[src/rtl/ntt_butterfly_addsub_pkg.sv]
// Shared widths and latencies for the NTT butterfly datapath.
package ntt_butterfly_addsub_pkg;

    localparam int unsigned DATA_SIZE_ARB = 64;
    localparam int unsigned L_SIZE        = 2;
    localparam int unsigned MUL_LAT       = 2;
    // Multiplier depth + reducer stages + reducer output register.
    localparam int unsigned MR_LAT_DEF    = MUL_LAT + L_SIZE + 1;

    typedef enum logic [0:0] {
        OpCt,
        OpGs
    } mod_add_sub_op_e;

endpackage

[src/rtl/ntt_butterfly_addsub_mod_add_sub_half.sv]
// Combinational modular add/sub pair with optional halving mod q.
module ntt_butterfly_addsub_mod_add_sub_half
    import ntt_butterfly_addsub_pkg::*;
#(
    parameter int unsigned DATA_W = DATA_SIZE_ARB
) (
    input  logic [DATA_W-1:0] a_i,
    input  logic [DATA_W-1:0] c_i,
    input  logic [DATA_W-1:0] q_i,
    input  logic              half_i,
    output logic [DATA_W-1:0] e_o,
    output logic [DATA_W-1:0] o_o
);

    // x/2 mod q for odd q: odd x is made even by adding q first.
    function automatic logic [DATA_W-1:0] halve(input logic [DATA_W-1:0] x,
                                                input logic [DATA_W-1:0] m);
        logic [DATA_W:0] t;
        t = x[0] ? ({1'b0, x} + {1'b0, m}) : {1'b0, x};
        return DATA_W'(t >> 1);
    endfunction

    logic [DATA_W:0]   sum;
    logic [DATA_W-1:0] sum_sub_q;
    logic              sum_borrow;
    logic [DATA_W-1:0] dif;
    logic              dif_borrow;
    logic [DATA_W-1:0] e_full;
    logic [DATA_W-1:0] o_full;

    always_comb begin
        sum                      = {1'b0, a_i} + {1'b0, c_i};
        // sum < 2q < 2^DATA_W, so a DATA_W+1 wide subtract leaves the borrow in the MSB.
        {sum_borrow, sum_sub_q}  = sum - {1'b0, q_i};
        e_full                   = sum_borrow ? sum[DATA_W-1:0] : sum_sub_q;
        {dif_borrow, dif}        = {1'b0, a_i} - {1'b0, c_i};
        o_full                   = dif_borrow ? (dif + q_i) : dif;
        e_o                      = half_i ? halve(e_full, q_i) : e_full;
        o_o                      = half_i ? halve(o_full, q_i) : o_full;
    end

endmodule

[src/rtl/ntt_butterfly_addsub.sv]
// Butterfly add/sub stage: delays A to meet the reduced product C, registers E/O pair.
module ntt_butterfly_addsub
    import ntt_butterfly_addsub_pkg::*;
#(
    parameter int unsigned DATA_W = DATA_SIZE_ARB,
    parameter int unsigned MR_LAT = MR_LAT_DEF
) (
    input  logic              clk,
    input  logic              reset,
    input  logic [DATA_W-1:0] q,
    input  logic [DATA_W-1:0] a_in,
    input  logic              half_in,
    input  logic              in_valid,
    input  logic [DATA_W-1:0] c_in,
    output logic [DATA_W-1:0] e_out,
    output logic [DATA_W-1:0] o_out,
    output logic              out_valid
);

    if (MR_LAT < 1) begin : g_bad_lat
        $error("MR_LAT must be at least 1");
    end

    logic [DATA_W-1:0] a_q [MR_LAT];
    logic [DATA_W-1:0] a_d [MR_LAT];
    logic [MR_LAT-1:0] half_q, half_d;
    logic [MR_LAT-1:0] vld_q, vld_d;

    logic [DATA_W-1:0] e_q, e_d;
    logic [DATA_W-1:0] o_q, o_d;
    logic              valid_q, valid_d;
    logic [DATA_W-1:0] e_comb, o_comb;

    always_comb begin
        a_d[0]    = a_in;
        half_d[0] = half_in;
        vld_d[0]  = in_valid;
        for (int i = 1; i < MR_LAT; i++) begin
            a_d[i]    = a_q[i-1];
            half_d[i] = half_q[i-1];
            vld_d[i]  = vld_q[i-1];
        end
    end

    ntt_butterfly_addsub_mod_add_sub_half #(
        .DATA_W (DATA_W)
    ) u_mod_add_sub_half (
        .a_i    (a_q[MR_LAT-1]),
        .c_i    (c_in),
        .q_i    (q),
        .half_i (half_q[MR_LAT-1]),
        .e_o    (e_comb),
        .o_o    (o_comb)
    );

    // Outputs hold their last value on idle cycles.
    always_comb begin
        valid_d = vld_q[MR_LAT-1];
        e_d     = valid_d ? e_comb : e_q;
        o_d     = valid_d ? o_comb : o_q;
    end

    always_ff @(posedge clk) begin
        if (reset) begin
            for (int i = 0; i < MR_LAT; i++) begin
                a_q[i] <= '0;
            end
            half_q  <= '0;
            vld_q   <= '0;
            e_q     <= '0;
            o_q     <= '0;
            valid_q <= 1'b0;
        end else begin
            a_q     <= a_d;
            half_q  <= half_d;
            vld_q   <= vld_d;
            e_q     <= e_d;
            o_q     <= o_d;
            valid_q <= valid_d;
        end
    end

    assign e_out     = e_q;
    assign o_out     = o_q;
    assign out_valid = valid_q;

endmodule
[config.mk]
export PLATFORM = sky130hd
export DESIGN_NAME = ntt_butterfly_addsub
export DESIGN_NICKNAME = d
export VERILOG_FILES = /design/src/rtl/ntt_butterfly_addsub_pkg.sv /design/src/rtl/ntt_butterfly_addsub_mod_add_sub_half.sv /design/src/rtl/ntt_butterfly_addsub.sv
export SDC_FILE = /design/constraint.sdc
export NUM_CORES = 2
export LEC_CHECK = 0
export BUFFER_PORTS_ARGS = -buffer_cell sky130_fd_sc_hd__buf_2
export CAP_MARGIN = 5
export CORE_MARGIN = 4
export CORE_UTILIZATION = 50
export CTS_BUF_LIST = sky130_fd_sc_hd__clkbuf_4
export DETAILED_ROUTE_END_ITERATION = 8
export GPL_TIMING_DRIVEN = 1
export HOLD_SLACK_MARGIN = 0.03
export PLACE_DENSITY = 0.69
export SYNTH_ARGS = -nofsm -noshare
export SYNTH_HDL_FRONTEND = slang
export SYNTH_SLANG_ARGS = --single-unit
[constraint.sdc]
create_clock -name clk -period 24.2 [get_ports clk]
set_clock_uncertainty 0.05 [all_clocks]
set_input_delay 4.84 -clock clk [delete_from_list [all_inputs] [get_ports clk]]
set_output_delay 4.84 -clock clk [all_outputs]
set_load 0.02 [all_outputs]
==> impl_metrics.ini <==
[clock_tree]
path_clk_slew_ps = 70
cts_tree = yes
cts_buffers = 116
postCtsSetupBuffers = 0
cts_buffer_depth = 3
cts.repair.resized = 0
cts_sinks = 459
clk_latency_ps = 1010
ctsHoldBuffers = 0
cts_max_level = 3
cts_root_buf = clkbuf_4

[detailed_routing]
drtPass1Iterations = 6
dr_total_vias = 40140
wl_per_cell_um = 21.73
drt_iter0_markers = 4426
avgViaCountPerCell = 6.107
drt_wl_total_mm = 142.8
post-route-drc-count = 0
drtAntennaViolNets = 0

[critical_path]
path_buf_inv = 4
cp-end-kind = flop
slowest_delay_ps = 500
crit_path_frequent_cell = o21ai_1
cp-start-kind = input port
crit_path_max_fanout = 39
cp_slowest_cell = nor4_1
critPathKind = in -> reg
crit_family = compound AO/OA/AOI/OAI gates
cp.required_ps = 25060
crit_arrival_ps = 15740

[logic_synthesis]
syn-num-nets = 5855
synth_edf_count = 0
synthTopCellsByArea = dfxtp_1 23%, ha_1 12%, a21oi_1 6.9%
avgSynthCellArea_um2 = 7.519
yosysSeqAreaShare_pct = 23.21
yosys_register_bits = 459
synth_top_area_share_pct = 23.21
ys_top_cells_by_count = 544 x a21oi_1, 459 x dfxtp_1, 454 x nand2_1
synth.most_common_cell = a21oi_1
syn-cell-area_mm2 = 0.03959
synthCells = 5265
ys_types = 94
ys_warn_count = 0
synth_top_area_cell = dfxtp_1
synthArstFlopShare_pct = 0
synthFlopType = dfxtp_1

[timing]
period_minus_slack_ps = 14880
worst_slew_pin_slew_ps = 1148
rsz0062_at_grt = false
fin_crit_sh_pct = 61.50
finalSetupViolations = 0
clock.fmax_mhz = 67.19
slew_headroom_pct = 23.48
slew_violations = 0
tns_ps = 0
finalHoldViolations = 0

[place]
numPortBuffers = 324
globalplace.congestion = 0.9969
dpl.hpwl_mm = 114.3

[die]
row_count = 102
ios = 325
fp.dieH_um = 289.4
die_x_um = 289.4
dieArea_mm2 = 0.08374
initial_core_util_pct = 50.77
core_mm2 = 0.07798

[power]
p_leak_nw = 19.40
total_power_w = 0.002752
p_sw_share_pct = 42.56
max-vdd-ir-drop_mv = 0.05184
p_per_area_mw_per_mm2 = 63.73
p_seq_share_pct = 28.3
combPwrFrac_pct = 46.8
clkPwrFrac_pct = 24.9
power_switching_w = 0.001171
intPower_w = 0.001581

[worst_hold_path]
hold_class = reg -> reg

[outcome]
status = complete, no violations

[run]
cap_viol_max_count = 0

[grt]
antenna_found_initial = 16
first_global_vias = 35910
grt_pass1_wl_mm = 211.1
grt_start_max_net_pins = 119
grt_overflow = 0
gr-usage-all-layers_pct = 32.50

[layout]
fillCellCount = 7676
nets = 6021
layout-drive-gt1-share_pct = 11.53
syn_to_final_growth_pct = 9.077
==> layout by cell type, fill, tap and decap left out, types with 25 or more instances in the layout <==
cell type,netlist,routed
o211ai_1,63,63
a21oi_1,544,544
a211oi_1,63,63
o21a_1,40,40
inv_1,293,292
nand3_1,69,69
buf_4,0,28
nor2b_1,373,373
and3_1,30,30
ha_1,388,388
or3_1,30,30
clkbuf_4,0,167
nand4_1,111,111
nand2_1,454,454
dfxtp_1,459,457
nor2_1,359,357
a21o_1,197,197
xor2_1,107,107
nand2b_1,42,42
o31ai_1,36,36
nor3_1,72,71
o21ai_0,345,345
a221oi_1,26,26
xnor2_1,239,239
buf_2,34,323
o22ai_1,25,25
o21bai_1,93,93
and2_1,31,31
a31oi_1,52,51
nor4_1,36,36
==> cells by family after synthesis <==
group / after synthesis / synth area share [%]
fa+ha+maj: 394 / 12.57
buf+inv: 600 / 5.797
simple gates: 1671 / 21.07
xor+xnor: 348 / 7.737
mux: 41 / 1.094
compound gates: 1752 / 28.53
flops: 459 / 23.21
==> metal layers <==
metal / up-vias / track usage (%) / part of all wire [%]
met5: - / 0 / 0.050
met4: 14 / 9.983 / 3.1
met3: 253 / 7.034 / 11
met2: 2040 / 47.85 / 41
met1: 18630 / 47.23 / 45
li1: 19200 / - / -
==> through the flow <==
stage / setup WS, ps / hold WS, ps / instances / instance area [µm²] / utilization [%]
after global placement: 8830 / 364.1 / 6353 / 41620 / 53.38
after global routing: 8620 / 254.0 / 6570 / 43170 / 55.37
after CTS: 9577 / 234.8 / 6563 / 43160 / 55.34
after floorplan: 10610 / 363.8 / 5265 / 39590 / -
after detailed placement: 8536 / 370.4 / 6353 / 41620 / 53.38
final: 9317 / 227.5 / 6573 / 43180 / 55.38
==> worst paths after layout <==
check	start	endpoint	slack (ps)	cells past startpoint
max	c_in[14]	e_out[63]	9320	40
min	a_d[171]	a_d[107]	230	1
max reg2reg	a_q[13]	e_out[63]	13090	38
min reg2reg	a_d[171]	a_d[107]	230	1
==> power by group through the flow <==
stage,Combinational [W],Sequential [W],Clock (W)
2_1_floorplan,0.000911,0.000797,0
3_3_place_gp,0.00124,0.000795,0
3_5_place_dp,0.00124,0.000796,0
4_1_cts,0.00124,0.000779,0.000708
5_1_grt,0.00139,0.000780,0.000751
6_report,0.00129,0.000779,0.000684
==> sequential cells by signal (all words and copies together) (netlist names) <==
register	cells
a_d	256
a_q	64
e_out	64
o_out	64
half_q	5
vld_q	5
out_valid	1
==> cell type report <==
| cell class | instances | area (µm²) | share of cell area [%] |
|---|---|---|---|
| flip-flops and latches | 459 | 9194 | 21.29 |
| inverters | 295 | 1107 | 2.564 |
| diodes | 10 | 25.02 | 0.05795 |
| well taps | 1040 | 1301 | 3.014 |
| repair buffers | 353 | 1862 | 4.312 |
| multi-input cells | 4206 | 28160 | 65.22 |
| clock buffers | 167 | 1254 | 2.903 |
| clock inverters | 43 | 276.5 | 0.6404 |
Note: power is estimated with default switching activity, not from simulation.
